==> config.mk <==
export PLATFORM = sky130hd
export DESIGN_NAME = pixel_frame_ctrl
export DESIGN_NICKNAME = d
export VERILOG_FILES = /design/src/rtl/pixel_ctrl_pkg.sv /design/src/rtl/pixel_frame_ctrl_phase_counter.sv /design/src/rtl/pixel_frame_ctrl.sv
export SDC_FILE = /design/constraint.sdc
export NUM_CORES = 1
export LEC_CHECK = 0
export ABC_AREA = 1
export CORE_MARGIN = 3
export CORE_UTILIZATION = 50
export CTS_CLUSTER_DIAMETER = 200
export CTS_CLUSTER_SIZE = 28
export DETAILED_ROUTE_END_ITERATION = 10
export PLACE_DENSITY = 0.79
export SETUP_SLACK_MARGIN = 0.5
export SYNTH_ARGS = -nofsm -noshare
export SYNTH_HDL_FRONTEND = slang
export SYNTH_SLANG_ARGS = --single-unit
==> constraint.sdc <==
create_clock -name clk -period 4.7 [get_ports clk]
set_clock_uncertainty 0.2 [all_clocks]
set_input_delay 0.94 -clock clk [delete_from_list [all_inputs] [get_ports clk]]
set_output_delay 0.94 -clock clk [all_outputs]
set_load 0.02 [all_outputs]
==> src/rtl/pixel_ctrl_pkg.sv <==
// Shared types and phase-length defaults for the pixel frame sequencer.
package pixel_ctrl_pkg;

  typedef enum logic [2:0] {
    ST_IDLE    = 3'd0,
    ST_ERASE   = 3'd1,
    ST_EXPOSE  = 3'd2,
    ST_CONVERT = 3'd3,
    ST_READ    = 3'd4
  } state_e;

  localparam int C_ERASE_DEF   = 5;
  localparam int C_CONVERT_DEF = 255;
  localparam int C_READ_DEF    = 5;
  localparam int N_ROWS_DEF    = 2;
  localparam int CNT_W_DEF     = 8;

  // Row index width; a single-row array still needs one bit of index.
  function automatic int row_w(input int n);
    return (n > 1) ? $clog2(n) : 1;
  endfunction

endpackage

==> src/rtl/pixel_frame_ctrl_phase_counter.sv <==
// Down-counter timing one phase: load the phase length, done while count is 1.
module phase_counter #(
  parameter int CNT_W = 8
) (
  input  logic             clk,
  input  logic             reset,
  input  logic             load,
  input  logic [CNT_W-1:0] load_val,
  output logic             done
);

  logic [CNT_W-1:0] cnt_q, cnt_d;

  // Load wins; otherwise count down and park at zero.
  always_comb begin
    cnt_d = cnt_q;
    if (load) begin
      cnt_d = load_val;
    end else if (cnt_q != '0) begin
      cnt_d = cnt_q - CNT_W'(1);
    end
  end

  // Count register.
  always_ff @(posedge clk) begin
    if (reset) begin
      cnt_q <= '0;
    end else begin
      cnt_q <= cnt_d;
    end
  end

  assign done = (cnt_q == CNT_W'(1));

endmodule

==> src/rtl/pixel_frame_ctrl.sv <==
// Frame sequencer: erase -> expose -> convert (ADC ramp) -> row readout.
// Row handshake: a row transfers on a cycle where row_valid && rd_ready;
// row_valid stays high (with its read line) until that happens, and
// rd_ready is ignored while row_valid is low.
module pixel_frame_ctrl
  import pixel_ctrl_pkg::*;
#(
  parameter int C_ERASE   = C_ERASE_DEF,
  parameter int C_CONVERT = C_CONVERT_DEF,
  parameter int C_READ    = C_READ_DEF,
  parameter int N_ROWS    = N_ROWS_DEF,
  parameter int CNT_W     = CNT_W_DEF
) (
  input  logic              clk,
  input  logic              reset,
  input  logic              start,
  input  logic              abort,
  input  logic [CNT_W-1:0]  expose_time,
  input  logic              rd_ready,
  output logic              erase,
  output logic              expose,
  output logic              convert,
  output logic [N_ROWS-1:0] read,
  output logic [CNT_W-1:0]  adc_count,
  output logic              row_valid,
  output logic              busy,
  output logic              frame_done
);

  localparam int ROW_W = row_w(N_ROWS);
  localparam logic [ROW_W-1:0] LAST_ROW = ROW_W'(N_ROWS - 1);

  state_e            state_q, state_d;
  logic [CNT_W-1:0]  exp_q, exp_d;
  logic [CNT_W-1:0]  adc_q, adc_d;
  logic [ROW_W-1:0]  row_q, row_d;
  logic              valid_q, valid_d;
  logic              done_q, done_d;
  logic              erase_q, erase_d;
  logic              expose_q, expose_d;
  logic              convert_q, convert_d;
  logic              busy_q, busy_d;
  logic [N_ROWS-1:0] read_q, read_d;

  logic              cnt_load;
  logic [CNT_W-1:0]  cnt_val;
  logic              cnt_done;

  phase_counter #(.CNT_W(CNT_W)) u_phase_counter (
    .clk      (clk),
    .reset    (reset),
    .load     (cnt_load),
    .load_val (cnt_val),
    .done     (cnt_done)
  );

  // Next-state, phase-counter loads and registered output decode.
  always_comb begin
    state_d  = state_q;
    exp_d    = exp_q;
    adc_d    = adc_q;
    row_d    = row_q;
    valid_d  = valid_q;
    done_d   = 1'b0;
    cnt_load = 1'b0;
    cnt_val  = '0;

    if (abort && (state_q != ST_IDLE)) begin
      // Abort drops straight to idle; the ADC code is left as it was.
      state_d = ST_IDLE;
      row_d   = '0;
      valid_d = 1'b0;
    end else begin
      case (state_q)
        ST_IDLE: begin
          if (start && !abort) begin
            state_d  = ST_ERASE;
            exp_d    = (expose_time == '0) ? CNT_W'(1) : expose_time;
            adc_d    = '0;
            row_d    = '0;
            valid_d  = 1'b0;
            cnt_load = 1'b1;
            cnt_val  = CNT_W'(C_ERASE);
          end
        end
        ST_ERASE: begin
          if (cnt_done) begin
            state_d  = ST_EXPOSE;
            cnt_load = 1'b1;
            cnt_val  = exp_q;
          end
        end
        ST_EXPOSE: begin
          if (cnt_done) begin
            state_d  = ST_CONVERT;
            adc_d    = '0;
            cnt_load = 1'b1;
            cnt_val  = CNT_W'(C_CONVERT);
          end
        end
        ST_CONVERT: begin
          if (cnt_done) begin
            // Ramp stops on its last code and holds it for readout.
            state_d  = ST_READ;
            row_d    = '0;
            valid_d  = 1'b0;
            cnt_load = 1'b1;
            cnt_val  = CNT_W'(C_READ);
          end else begin
            adc_d = adc_q + CNT_W'(1);
          end
        end
        ST_READ: begin
          if (!valid_q) begin
            if (cnt_done) begin
              valid_d = 1'b1;
            end
          end else if (rd_ready) begin
            valid_d = 1'b0;
            if (row_q == LAST_ROW) begin
              state_d = ST_IDLE;
              row_d   = '0;
              done_d  = 1'b1;
            end else begin
              row_d    = row_q + ROW_W'(1);
              cnt_load = 1'b1;
              cnt_val  = CNT_W'(C_READ);
            end
          end
        end
        default: begin
          state_d = ST_IDLE;
          row_d   = '0;
          valid_d = 1'b0;
        end
      endcase
    end

    erase_d   = (state_d == ST_ERASE);
    expose_d  = (state_d == ST_EXPOSE);
    convert_d = (state_d == ST_CONVERT);
    busy_d    = (state_d != ST_IDLE);
    read_d    = (state_d == ST_READ) ? (N_ROWS'(1) << row_d) : '0;
  end

  // Sequencer state and registered outputs.
  always_ff @(posedge clk) begin
    if (reset) begin
      state_q   <= ST_IDLE;
      exp_q     <= '0;
      adc_q     <= '0;
      row_q     <= '0;
      valid_q   <= 1'b0;
      done_q    <= 1'b0;
      erase_q   <= 1'b0;
      expose_q  <= 1'b0;
      convert_q <= 1'b0;
      busy_q    <= 1'b0;
      read_q    <= '0;
    end else begin
      state_q   <= state_d;
      exp_q     <= exp_d;
      adc_q     <= adc_d;
      row_q     <= row_d;
      valid_q   <= valid_d;
      done_q    <= done_d;
      erase_q   <= erase_d;
      expose_q  <= expose_d;
      convert_q <= convert_d;
      busy_q    <= busy_d;
      read_q    <= read_d;
    end
  end

  assign erase      = erase_q;
  assign expose     = expose_q;
  assign convert    = convert_q;
  assign read       = read_q;
  assign adc_count  = adc_q;
  assign row_valid  = valid_q;
  assign busy       = busy_q;
  assign frame_done = done_q;

endmodule

==> Implementation_results.wiki <==
{| class="wikitable"
! Metric !! Value
|-
| Static Leakage || 1.10 nW
|-
| Worst-case vdd ir drop || ~0.26 mV
|-
| Clock tree from TritonCTS || yes
|-
| Root buffer selected by CTS || clkbuf_8
|-
| Placed wire-length estimate || around 3.2 mm
|-
| Hold buffer count at cts || 0
|-
| Worst hold-check path type || flip-flop to flip-flop
|-
| Global router's overall resource usage || 0.181
|-
| Netlist area before placement || 2070 sq um
|-
| Gate count of the mapped netlist || around 290
|-
| Net count of the finished layout || 340
|-
| Share of cells above drive strength 1 || 0.160
|-
| Dominant delay contributor by cell family on the critical path || buffers and inverters
|-
| Final hold violation count || 0
|-
| Worst path required time || between 3 and 4 ns
|-
| Avg Inst Size Synth || a little over 7 sq um
|-
| Clock latency of the later-clocked register in the worst-skew pair || about 0.29 ns
|-
| Setup violators final || 0
|-
| Post-synthesis sequential element count || 36
|-
| Most common library cells after synthesis || 61 x nand2_1, 40 x nor2_1, 36 x dfxtp_1
|-
| Total CTS buffers || 5
|-
| Std-Cell Rows || 22
|-
| Area growth from synthesis to layout || 20.0%
|-
| Clock edge transition at the registers on the reported setup and hold paths || ~0.07 ns
|-
| Quantity of I/O buffers inserted on ports || 28
|-
| Top area cells in the synthesized netlist || dfxtp_1 35%, nand2_1 11%, nor2_1 7.2%
|-
| Initial antenna violation count || 0
|-
| Shortest clock period the worst path allows after layout || around 2.6 ns
|-
| Post-synthesis cell type with the largest combined area || dfxtp_1
|-
| Relative max-transition margin || 0.647
|-
| CP Cell Sequence || clkdlybuf4s50_1
|-
| Stages on worst setup path || 1
|-
| Routed wire length || 4.22 mm
|-
| Yosys top cell area share || 0.347
|-
| Fillers || between 300 and 400
|-
| Synth unique cells || 35
|-
| Top-Level Pins || 29
|-
| Arrival time at the worst endpoint || ~1.4 ns
|-
| Max Clock Freq || about 0.39 GHz
|-
| Status || complete, no violations
|-
| CTS resizes || 0
|-
| Total power || ~1.1 mW
|-
| Cell with the most instances after synthesis || nand2_1
|-
| Number of detailed-routing iterations run before antenna repair || 4
|-
| Die boundary height || approximately 70 um
|-
| Master of the slowest instance on the critical path || clkdlybuf4s50_1
|-
| Post-DR wirelength/cell || around 11 um
|-
| Hold depth || 2
|-
| Initial Utilization || 0.542
|-
| Die area || roughly 5000 sq um
|-
| Portion of the post-synthesis area used by sequential elements || 0.347
|-
| Setup_tns || 0 ns
|-
| Global route total overflow || 0
|-
| Path type of the worst setup path || flip-flop to output port
|-
| Number of setup buffers added after CTS || 0
|-
| Total buffers and inverters traversed by the critical path || 1
|-
| DRC violations left || 0
|-
| Routed vias || about 1900
|-
| DRC marker count from the first detailed-route iteration || slightly above 70
|-
| EDFF count, synth || 0
|-
| Post-synth ARST share || 0
|-
| Worst Max-Slew Pin Slew || 0.528 ns
|-
| Drt via density || 5.01
|-
| Number of sinks driven by the clock tree || 36
|-
| Number of nets still failing antenna checks after routing || 0
|-
| Weighted congestion at the end of routability-driven global placement || 0.858
|-
| Post-Synthesis Net Count || about 300
|-
| Largest incremental delay on the critical path || ~0.66 ns
|-
| Deepest clock path buffer count || 2
|-
| Global-route wire length before repair || 7.27 mm
|-
| Maximum fanout encountered on the critical timing path || 8
|-
| Final period util || 0.547
|-
| Count of synthesis-stage warnings from yosys || 0
|-
| Worst Setup End Kind || output port
|-
| Crit path launch type || flip-flop
|-
| Max Cap Violations || 0
|-
| Number of cell instances on the worst register-to-register path || 9
|-
| Top_reg_cell synth || dfxtp_1
|-
| Maximum number of pins on one net before global-route repair || 15
|-
| CTS H-tree depth || 2
|-
| Diodes inserted || 0
|-
| Unrepaired setup endpoints after global routing || false
|-
| Final Max Tran Viols || 0
|-
| Power density of the placed cells || approximately 420 nW/um^2
|-
| Horizontal extent of the die || between 70 and 80 um
|-
| Floorplan Core Area || between 3000 and 4000 sq um
|-
| Number of global-route vias before repair || 1704
|}
-- registers in the layout, summed over array words and instances, names as in the netlist, 2 cells and up --
name,count
adc_count,8
exp_q,8
read,2
state_q,3
u_phase_counter.cnt_q,8
-- layer usage --
metal | global-route usage | wire [um] | vias to the layer above
met3 | 0.0460 | 190 | 6
met5 | 0 | 0 | -
met1 | 0.221 | 2020 | 825
li1 | - | - | 999
met2 | 0.304 | 1970 | 35
met4 | 0.0660 | 40 | 0
-- through the flow --
stage	hold WS, ns	instances	instance area (sq um)	utilization	setup slack (ns)
6_report	0.286	372	2490	0.651	2.13
5_1_grt	0.316	372	2490	0.651	2.04
4_1_cts	0.290	372	2490	0.651	2.11
3_5_place_dp	0.272	364	2400	0.627	1.91
3_3_place_gp	0.263	364	2400	0.627	1.97
2_1_floorplan	0.255	292	2070	-	2.61
-- final cells by class --
class / instances / area (sq um) / share of cell area
Multi-Input combinational cell: 210 / 1170 / 0.471
Sequential cell: 36 / 721 / 0.289
Timing Repair Buffer: 28 / 280 / 0.113
Inverter: 42 / 163 / 0.0653
Clock buffer: 6 / 82.6 / 0.0332
Tap cell: 48 / 60.1 / 0.0241
Clock inverter: 2 / 10.0 / 0.00402
-- power breakdown --
group	internal [mW]	switching, mW
clock	0.117	0.110
sequential	0.349	0.0351
combinational	0.156	0.290
total	0.622	0.435
-- cells by family (layout without fill, tap and decap cells) --
| kind of cell | Yosys count | after routing | share of synthesized area |
|---|---|---|---|
| compound gates | 35 | 35 | 0.101 |
| xor+xnor | 7 | 7 | 0.0296 |
| fa+ha+maj | 4 | 4 | 0.0241 |
| buf+inv | 46 | 78 | 0.0869 |
| flops | 36 | 36 | 0.347 |
| mux | 1 | 1 | 0.00483 |
| simple gates | 163 | 163 | 0.406 |
-- cell usage in the layout, fill, tap and decap left out, drive strengths merged --
cell type,count
o21ai,14
nor3b,2
clkbuf,6
xor2,6
o211ai,1
dfxtp,36
mux2i,1
clkdlybuf4s50,28
nor4,1
nand4,4
a21oi,17
ha,4
inv,41
nor2,51
nand2,72
clkinv,3
nand3,28
a31oi,2
nand3b,1
xnor2,1
o31ai,1
nor3,4
-- final timing paths --
path,from,to,slack [ns]
worst max-delay path,row_valid$_SDFFE_PP0P_,row_valid,2.13
worst min-delay path,exp_q[7]$_SDFFE_PP0P_,exp_q[7]$_SDFFE_PP0P_,0.29
worst max register to register,u_phase_counter.cnt_q[1]$_SDFFE_PP0P_,u_phase_counter.cnt_q[2]$_SDFFE_PP0P_,2.84
worst min register to register,exp_q[7]$_SDFFE_PP0P_,exp_q[7]$_SDFFE_PP0P_,0.29
(Power assumes the default switching activity.)
